<file path="src/rtl/counter_param.sv">
// counter_param: registered up/down/step/load counter with terminal-count
// flag, per-cycle saturate/wrap selection, sticky overflow flag and a
// saturating count of modulo wraps. Every output comes straight from a flop.
module counter_param #(
  parameter int WIDTH  = 4,  // counter width, >= 2
  parameter int STEP   = 3,  // increment used in mode 2'b10, 1 <= STEP < 2**WIDTH
  parameter int WRAP_W = 4   // width of the wrap-event counter, >= 1
) (
  input  logic              clk,
  input  logic              reset,     // synchronous, active-low
  input  logic              enable,
  input  logic [1:0]        mode,
  input  logic              sat,
  input  logic [WIDTH-1:0]  D,
  output logic [WIDTH-1:0]  Q,
  output logic              rco,
  output logic              load,
  output logic              ovf,
  output logic [WRAP_W-1:0] wrap_cnt
);

  localparam logic [1:0] MODE_UP   = 2'b00;
  localparam logic [1:0] MODE_DOWN = 2'b01;
  localparam logic [1:0] MODE_STEP = 2'b10;
  localparam logic [1:0] MODE_LOAD = 2'b11;

  localparam logic [WIDTH-1:0]  Q_MAX    = '1;
  localparam logic [WIDTH-1:0]  Q_ZERO   = '0;
  localparam logic [WRAP_W-1:0] WRAP_MAX = '1;
  localparam logic [WIDTH:0]    INC_ONE  = (WIDTH+1)'(1);
  localparam logic [WIDTH:0]    INC_STEP = (WIDTH+1)'(STEP);

  logic [WIDTH-1:0]  q_reg, q_next;
  logic              rco_reg, rco_next;
  logic              load_reg, load_next;
  logic              ovf_reg, ovf_next;
  logic [WRAP_W-1:0] wrap_reg, wrap_next;

  logic [WIDTH:0]    inc;
  logic [WIDTH:0]    sum;
  logic              wrap_event;

  // Upward sum one bit wider than Q so the carry out is visible.
  always_comb begin
    inc = (mode == MODE_STEP) ? INC_STEP : INC_ONE;
    sum = {1'b0, q_reg} + inc;
  end

  // Next-state for value and flags; rco/load are pulses that default low.
  always_comb begin
    q_next     = q_reg;
    rco_next   = 1'b0;
    load_next  = 1'b0;
    ovf_next   = ovf_reg;
    wrap_event = 1'b0;

    if (enable) begin
      case (mode)
        MODE_UP, MODE_STEP: begin
          if (sum[WIDTH]) begin
            ovf_next = 1'b1;
            if (sat) begin
              q_next = Q_MAX;
            end else begin
              q_next     = sum[WIDTH-1:0];
              wrap_event = 1'b1;
            end
          end else begin
            q_next = sum[WIDTH-1:0];
          end
          rco_next = (q_next == Q_MAX);
        end
        MODE_DOWN: begin
          if (q_reg == Q_ZERO) begin
            ovf_next = 1'b1;
            if (sat) begin
              q_next = Q_ZERO;
            end else begin
              q_next     = Q_MAX;
              wrap_event = 1'b1;
            end
          end else begin
            q_next = q_reg - 1'b1;
          end
          rco_next = (q_next == Q_ZERO);
        end
        MODE_LOAD: begin
          q_next    = D;
          load_next = 1'b1;
          ovf_next  = 1'b0;
        end
        default: begin
          q_next = q_reg;
        end
      endcase
    end
  end

  // Wrap-event counter sticks at its maximum instead of rolling over.
  always_comb begin
    wrap_next = wrap_reg;
    if (wrap_event && (wrap_reg != WRAP_MAX)) begin
      wrap_next = wrap_reg + 1'b1;
    end
  end

  // State register; reset wins over load, wrap and hold alike.
  always_ff @(posedge clk) begin
    if (!reset) begin
      q_reg    <= '0;
      rco_reg  <= 1'b0;
      load_reg <= 1'b0;
      ovf_reg  <= 1'b0;
      wrap_reg <= '0;
    end else begin
      q_reg    <= q_next;
      rco_reg  <= rco_next;
      load_reg <= load_next;
      ovf_reg  <= ovf_next;
      wrap_reg <= wrap_next;
    end
  end

  assign Q        = q_reg;
  assign rco      = rco_reg;
  assign load     = load_reg;
  assign ovf      = ovf_reg;
  assign wrap_cnt = wrap_reg;

endmodule

</file>
<file path="config.mk">
export PLATFORM = sky130hd
export DESIGN_NAME = counter_param
export DESIGN_NICKNAME = d
export VERILOG_FILES = /design/src/rtl/counter_param.sv
export SDC_FILE = /design/constraint.sdc
export NUM_CORES = 1
export LEC_CHECK = 0
export BUFFER_PORTS_ARGS = -buffer_cell sky130_fd_sc_hd__buf_4
export CORE_AREA = 5 5 49 51
export DETAILED_ROUTE_END_ITERATION = 7
export DIE_AREA = 0 0 54 56
export HOLD_SLACK_MARGIN = 0.03
export PLACE_DENSITY_LB_ADDON = 0.05
export SLEW_MARGIN = 10
export SYNTH_ARGS = -nofsm -noshare
export SYNTH_HDL_FRONTEND = slang
export SYNTH_SLANG_ARGS = --single-unit
</file>
<file path="constraint.sdc">
create_clock -name clk -period 1.9 [get_ports clk]
set_input_delay 0.095 -clock clk [delete_from_list [all_inputs] [get_ports clk]]
set_output_delay 0.095 -clock clk [all_outputs]
set_load 0.01 [all_outputs]
</file>
### Word level (Yosys, flattened, before mapping)

Index checks and enable logic that the tools add are counted.

| storage, ports and cells | value |
|---|---|
| register bits after elaboration | 11 |
| bits in latches | 0 |
| bits in writable memories | 0 |
| bits in read-only memories | 0 |
| input port bits | 10 |
| output and inout bits | 11 |
| word-level logic and storage cells | 42 |
| memories | 0 |

| operators by class | value |
|---|---|
| add/sub/neg operators | 3 |
| multiply operators | 0 |
| divide/modulo/power cells | 0 |
| $lt $le $gt $ge | 0 |
| equality and inequality tests | 7 |
| shift operators | 0 |
| mux-type cells | 20 |
| bitwise gates (word level) | 0 |
| reductions and logical operators | 7 |

Operators with widths:

| kind | count |
|---|---|
| two-way mux 4 bit | 8 |
| one-hot mux 4 bit (3 select lines) | 1 |
| zero test 4 bit | 2 |
| two-way mux 1 bit | 7 |
| adder 4 x 2 -> 5 bit | 1 |
| adder 4 x 1 -> 4 bit (second input constant) | 1 |
| equality test 2 bit (second input constant) | 2 |
| equality test 4 bit (second input constant) | 1 |
| inequality test 2 bit (second input constant) | 2 |
| inequality test 4 bit (second input constant) | 1 |
| one-hot mux 1 bit (2 select lines) | 2 |
| subtractor 4 x 1 -> 4 bit (second input constant) | 1 |
| one-hot mux 1 bit (3 select lines) | 1 |
| AND reduction 3 bit | 1 |
| equality test 2 x 1 -> 1 bit (second input constant) | 1 |
| zero test 2 bit | 1 |
| two-way mux 2 bit | 1 |
| AND reduction 2 bit | 1 |
| OR reduction 2 bit | 1 |
| logical AND 1 bit | 1 |

### Longest topological paths before layout

| logic depth | value |
|---|---|
| depth in word-level cells | 9 |
| gate-level depth with buffers | 8 |
| mapped depth without buffers | 7 |

### Least setup slack after synthesis

Ideal clock, no wire load.

| path | value |
|---|---|
| kind | register -> register |
| start point | reg q_reg[0] (netlist: Q[0]) |
| end point | reg q_reg[3] (netlist: Q[3]) |
| setup time | 144 ps |
| data arrival time | 1737 ps |
| data required time | 1756 ps |
| path slack | 18 ps |
| cell stages (with the launch flop) | 6 |
| buffers on the path | 0 |
| clock period less this slack | 1882 ps |
| cells stage by stage | dfxtp_1 -> fa_1 -> a41oi_1 -> or4b_1 -> o2111ai_1 -> a41oi_1 |

| between the ends | value |
|---|---|
| longest elaborated chain between the ends | 6 |
| elaborated cells between the ends (all ways) | 11 |
| classes of those cells | 2 x add/sub; 8 x mux; 1 x reduce/logical |

Ends and longest elaborated chain:

| item | line | source |
|---|---|---|
| start, declared | 33 | `logic [WIDTH-1:0] q_reg, q_next;` |
| start signal, assigned | 116 | `q_reg <= q_next;` |
| adder 4 x 2 -> 5 bit | 46 | `sum = {1'b0, q_reg} + inc;` |
| two-way mux 4 bit | 62 | `if (sat) begin` |
| two-way mux 4 bit | 60 | `if (sum[WIDTH]) begin` |
| two-way mux 4 bit | 58 | `case (mode)` |
| two-way mux 4 bit | 57 | `if (enable) begin` |
| one-hot mux 4 bit (3 select lines) (*) | 58 |  |

Mark *: on every way between the ends. The rest lies on a longest branch, timed or not. The select of a mux whose other input is x is not followed.
A chain may end at the register's enable or synchronous reset.

### Worst setup path after layout

| path | value |
|---|---|
| start point | reg q_reg[0] (netlist: Q[0]) |
| end point | reg wrap_reg[1] (netlist: wrap_cnt[1]) |

| between the ends | value |
|---|---|
| longest elaborated chain between the ends | 5 |
| elaborated cells between the ends (all ways) | 7 |
| classes of those cells | 1 x add/sub; 4 x mux; 2 x reduce/logical |

Ends and longest elaborated chain:

| item | line | source |
|---|---|---|
| adder 4 x 2 -> 5 bit / zero test 4 bit (equally long branches) | 46, 74 |  |
| two-way mux 1 bit, on equally long branches | 60, 74 |  |
| one-hot mux 1 bit (2 select lines) (*) | 58 |  |
| two-way mux 1 bit (*) | 57 |  |
| logical AND 1 bit (*) | 102 | `if (wrap_event && (wrap_reg != WRAP_MAX)) begin` |
| end signal, assigned | 120 | `wrap_reg <= wrap_next;` |
| end, declared | 37 | `logic [WRAP_W-1:0] wrap_reg, wrap_next;` |

Mark *: on every way between the ends. The rest lies on a longest branch, timed or not.

==> out/results.ini <==
[run_status]
status=complete, no violations

[synthesis]
synthCells=107
syn-cell-area_um2=823
synth_fp_nets=121
yosys_warnings=0
syn_avg_cell_area_um2=7.69
synth-seq-cells=11
yosysUniqueCellTypes=39
yosys.area.top_type=dfxtp_1
synth_area_leaders=dfxtp_1 27%, nand2_1 6.4%, nand2b_1 6.1%
seq_area_frac_synth=0.267
synth.top_cell.area_share=0.267

[grt]
grt_pass1_wl_um=3650
antenna_found_initial=0
grtUsageMet3=0.0429
met2_usage=0.265
grt.busiest_layer=met2
grt_max_degree=16
grt_remaining_overflow=0
grt_pass1_vias=824
grt_usage=0.160
use_met1=0.194

[critical_path]
cp-endpoint=wrap_cnt[1]
r2r_end=wrap_cnt[1]
rrSetupSlack_ps=70
worstPathArrival_ps=1990
max_stage_delay_ps=460
startpoint=Q[0]
reg2reg_from=Q[0]
start_kind=flop
slowest_stage=fa_1
end_kind=flop
critPathKind=reg -> reg
reg2regPathDepth=6
critPathMaxFanout=5
crit_top_cell=and3_1
required_ps=2070
crit_chain=fa_1 -> buf_4 -> and3_1 -> o22a_1 -> and3_1 -> mux2i_1

[timing]
final_max_slew_viol_count=0
fmax_mhz=548
min_period_ps=1830
whs_ps=127
setup_tns_ps=0
grt_setup_unrepaired=no
clock_skew_ps=4.53
tightest_slew_ps=488
finalSetupViolations=0
max_slew_margin=0.674
fin_crit_sh=0.961
hold_viol_final=0

[final_layout]
num_antenna_cells=0
drive_above_1_share=0.288
final.fill_count=189
fin_nets=147
syn_to_final_growth_pct=29.9
design_area_um2=1070
final_cells=159

[clock_tree]
cts_tree=yes
cts_root_buffer=clkbuf_4
clk_pin_slew_ps=80
clockBufferDepth=2
cts_setup_buffers=0
cts-htree-levels=1
cts.sinks=11
clock_latency_ps=270
cts_buffers=3

[hold_path]
hold_class=in -> reg
min_path_cells=3

[floorplan]
coreArea_um2=1900
rows=16
die-area_um2=3020
initial_core_util=0.433
die_width_um=54
pin_count=21
dieHeight_um=56

[placed_design]
placed_cells=155
place_congestion=0.825
place_area_um2=1030
hpwl_um=1640
portBuffers=20

[power_and_ir_drop]
peakVddDrop_mv=0.279
leakage_nw=0.482
p_per_area_nw_per_um2=588
power_uw=629

[routing]
dr.first_iter.drc_count=23
drt_wl_total_um=2230
vias=874
drc=0
vias_per_cell=5.50
wl_per_cell_um=14.0
antenna_left=0
drtPass1Iterations=4

[flow_run]
max_cap_viol_count=0

Yosys cell counts:
| master | instances |
|---|---|
| a211o_1 | 1 |
| a21o_1 | 1 |
| a21oi_1 | 7 |
| a221oi_1 | 1 |
| a22oi_1 | 1 |
| a31o_2 | 1 |
| a31oi_1 | 3 |
| a41oi_1 | 2 |
| and3_1 | 5 |
| and4_1 | 1 |
| buf_2 | 3 |
| buf_4 | 1 |
| clkbuf_1 | 3 |
| dfxtp_1 | 11 |
| fa_1 | 1 |
| ha_1 | 3 |
| inv_1 | 5 |
| inv_2 | 1 |
| mux2i_1 | 4 |
| nand2_1 | 14 |
| nand2b_1 | 8 |
| nand3_1 | 2 |
| nand4_1 | 2 |
| nor2_1 | 6 |
| nor3b_2 | 1 |
| nor4bb_1 | 1 |
| o2111ai_1 | 1 |
| o211ai_1 | 1 |
| o21a_1 | 1 |
| o21ai_0 | 6 |
| o21ai_1 | 1 |
| o21bai_1 | 1 |
| o22a_1 | 1 |
| o311ai_1 | 1 |
| o31ai_2 | 1 |
| or2_1 | 1 |
| or3_1 | 1 |
| or4_1 | 1 |
| or4b_1 | 1 |
logic make-up after synthesis:
group	Yosys count	synth area share
fa+ha+maj	4	0.0699
flops	11	0.267
mux	4	0.0486
simple gates	44	0.292
compound gates	31	0.254
buf+inv	13	0.0684
layer usage:
layer | up-vias | part of all wire | wire [um]
met1 | 409 | 0.43 | 968
met2 | 22 | 0.50 | 1130
met4 | 0 | 0.010 | 23
met5 | - | 0 | 0
met3 | 4 | 0.051 | 114
li1 | 439 | - | -
per-stage QoR:
stage           util  worst slack [ps]
4_1_cts        0.557              62.5
3_5_place_dp   0.543              85.0
3_3_place_gp   0.543               108
6_report       0.563              73.6
5_1_grt        0.563              3.46
2_1_floorplan      -              18.5
layout make-up:
cell class	count	area (um2)	area share
Multi-Input combinational cell	83	554	0.518
Sequential cell	11	223	0.208
Timing Repair Buffer	28	210	0.196
Clock buffer	4	26.3	0.0246
Inverter	6	22.5	0.0211
Tap cell	27	33.8	0.0316
cell usage in the layout (no fill, tap or decap), types with 2 or more instances in the layout:
cell	instances
nor2_1	6
a31oi_1	3
o21ai_0	6
inv_1	5
nand2_1	14
nand3_1	2
dfxtp_1	9
and3_1	5
nand2b_1	8
nand4_1	2
dfxtp_2	2
a21oi_1	7
buf_4	28
ha_1	3
mux2i_1	4
clkbuf_4	3
how the worst min path moves through the flow:
stage | from | slack (ps) | endpoint
6_report | reset | 130 | ovf
5_1_grt | enable | 130 | Q[2]
4_1_cts | enable | 110 | Q[2]
3_5_place_dp | enable | 400 | Q[2]
3_3_place_gp | enable | 410 | Q[2]
2_1_floorplan | enable | 240 | load
critical path: cells and delay by family (launching register included):
kind	cells	cell delay, ps
AOI/OAI and AO/OA	1	230
adders and majority gates	1	460
buffers and inverters	1	160
DFF	1	350
muxes	1	120
and+or+nand+nor	2	380
timing repair:
action / in CTS / in global routing
hold buffers: 0 / 0
resized for setup: 0 / 3
setup endpoints to repair: 0 / 4
endpoints found under the hold margin: 0 / 0
power by group:
part           total [mW]  switching [mW]  internal [mW]
Clock               0.171          0.0895         0.0814
Combinational       0.198           0.101         0.0974
Sequential          0.260          0.0176          0.242
Total               0.629           0.208          0.421
(Power assumes the default switching activity.)
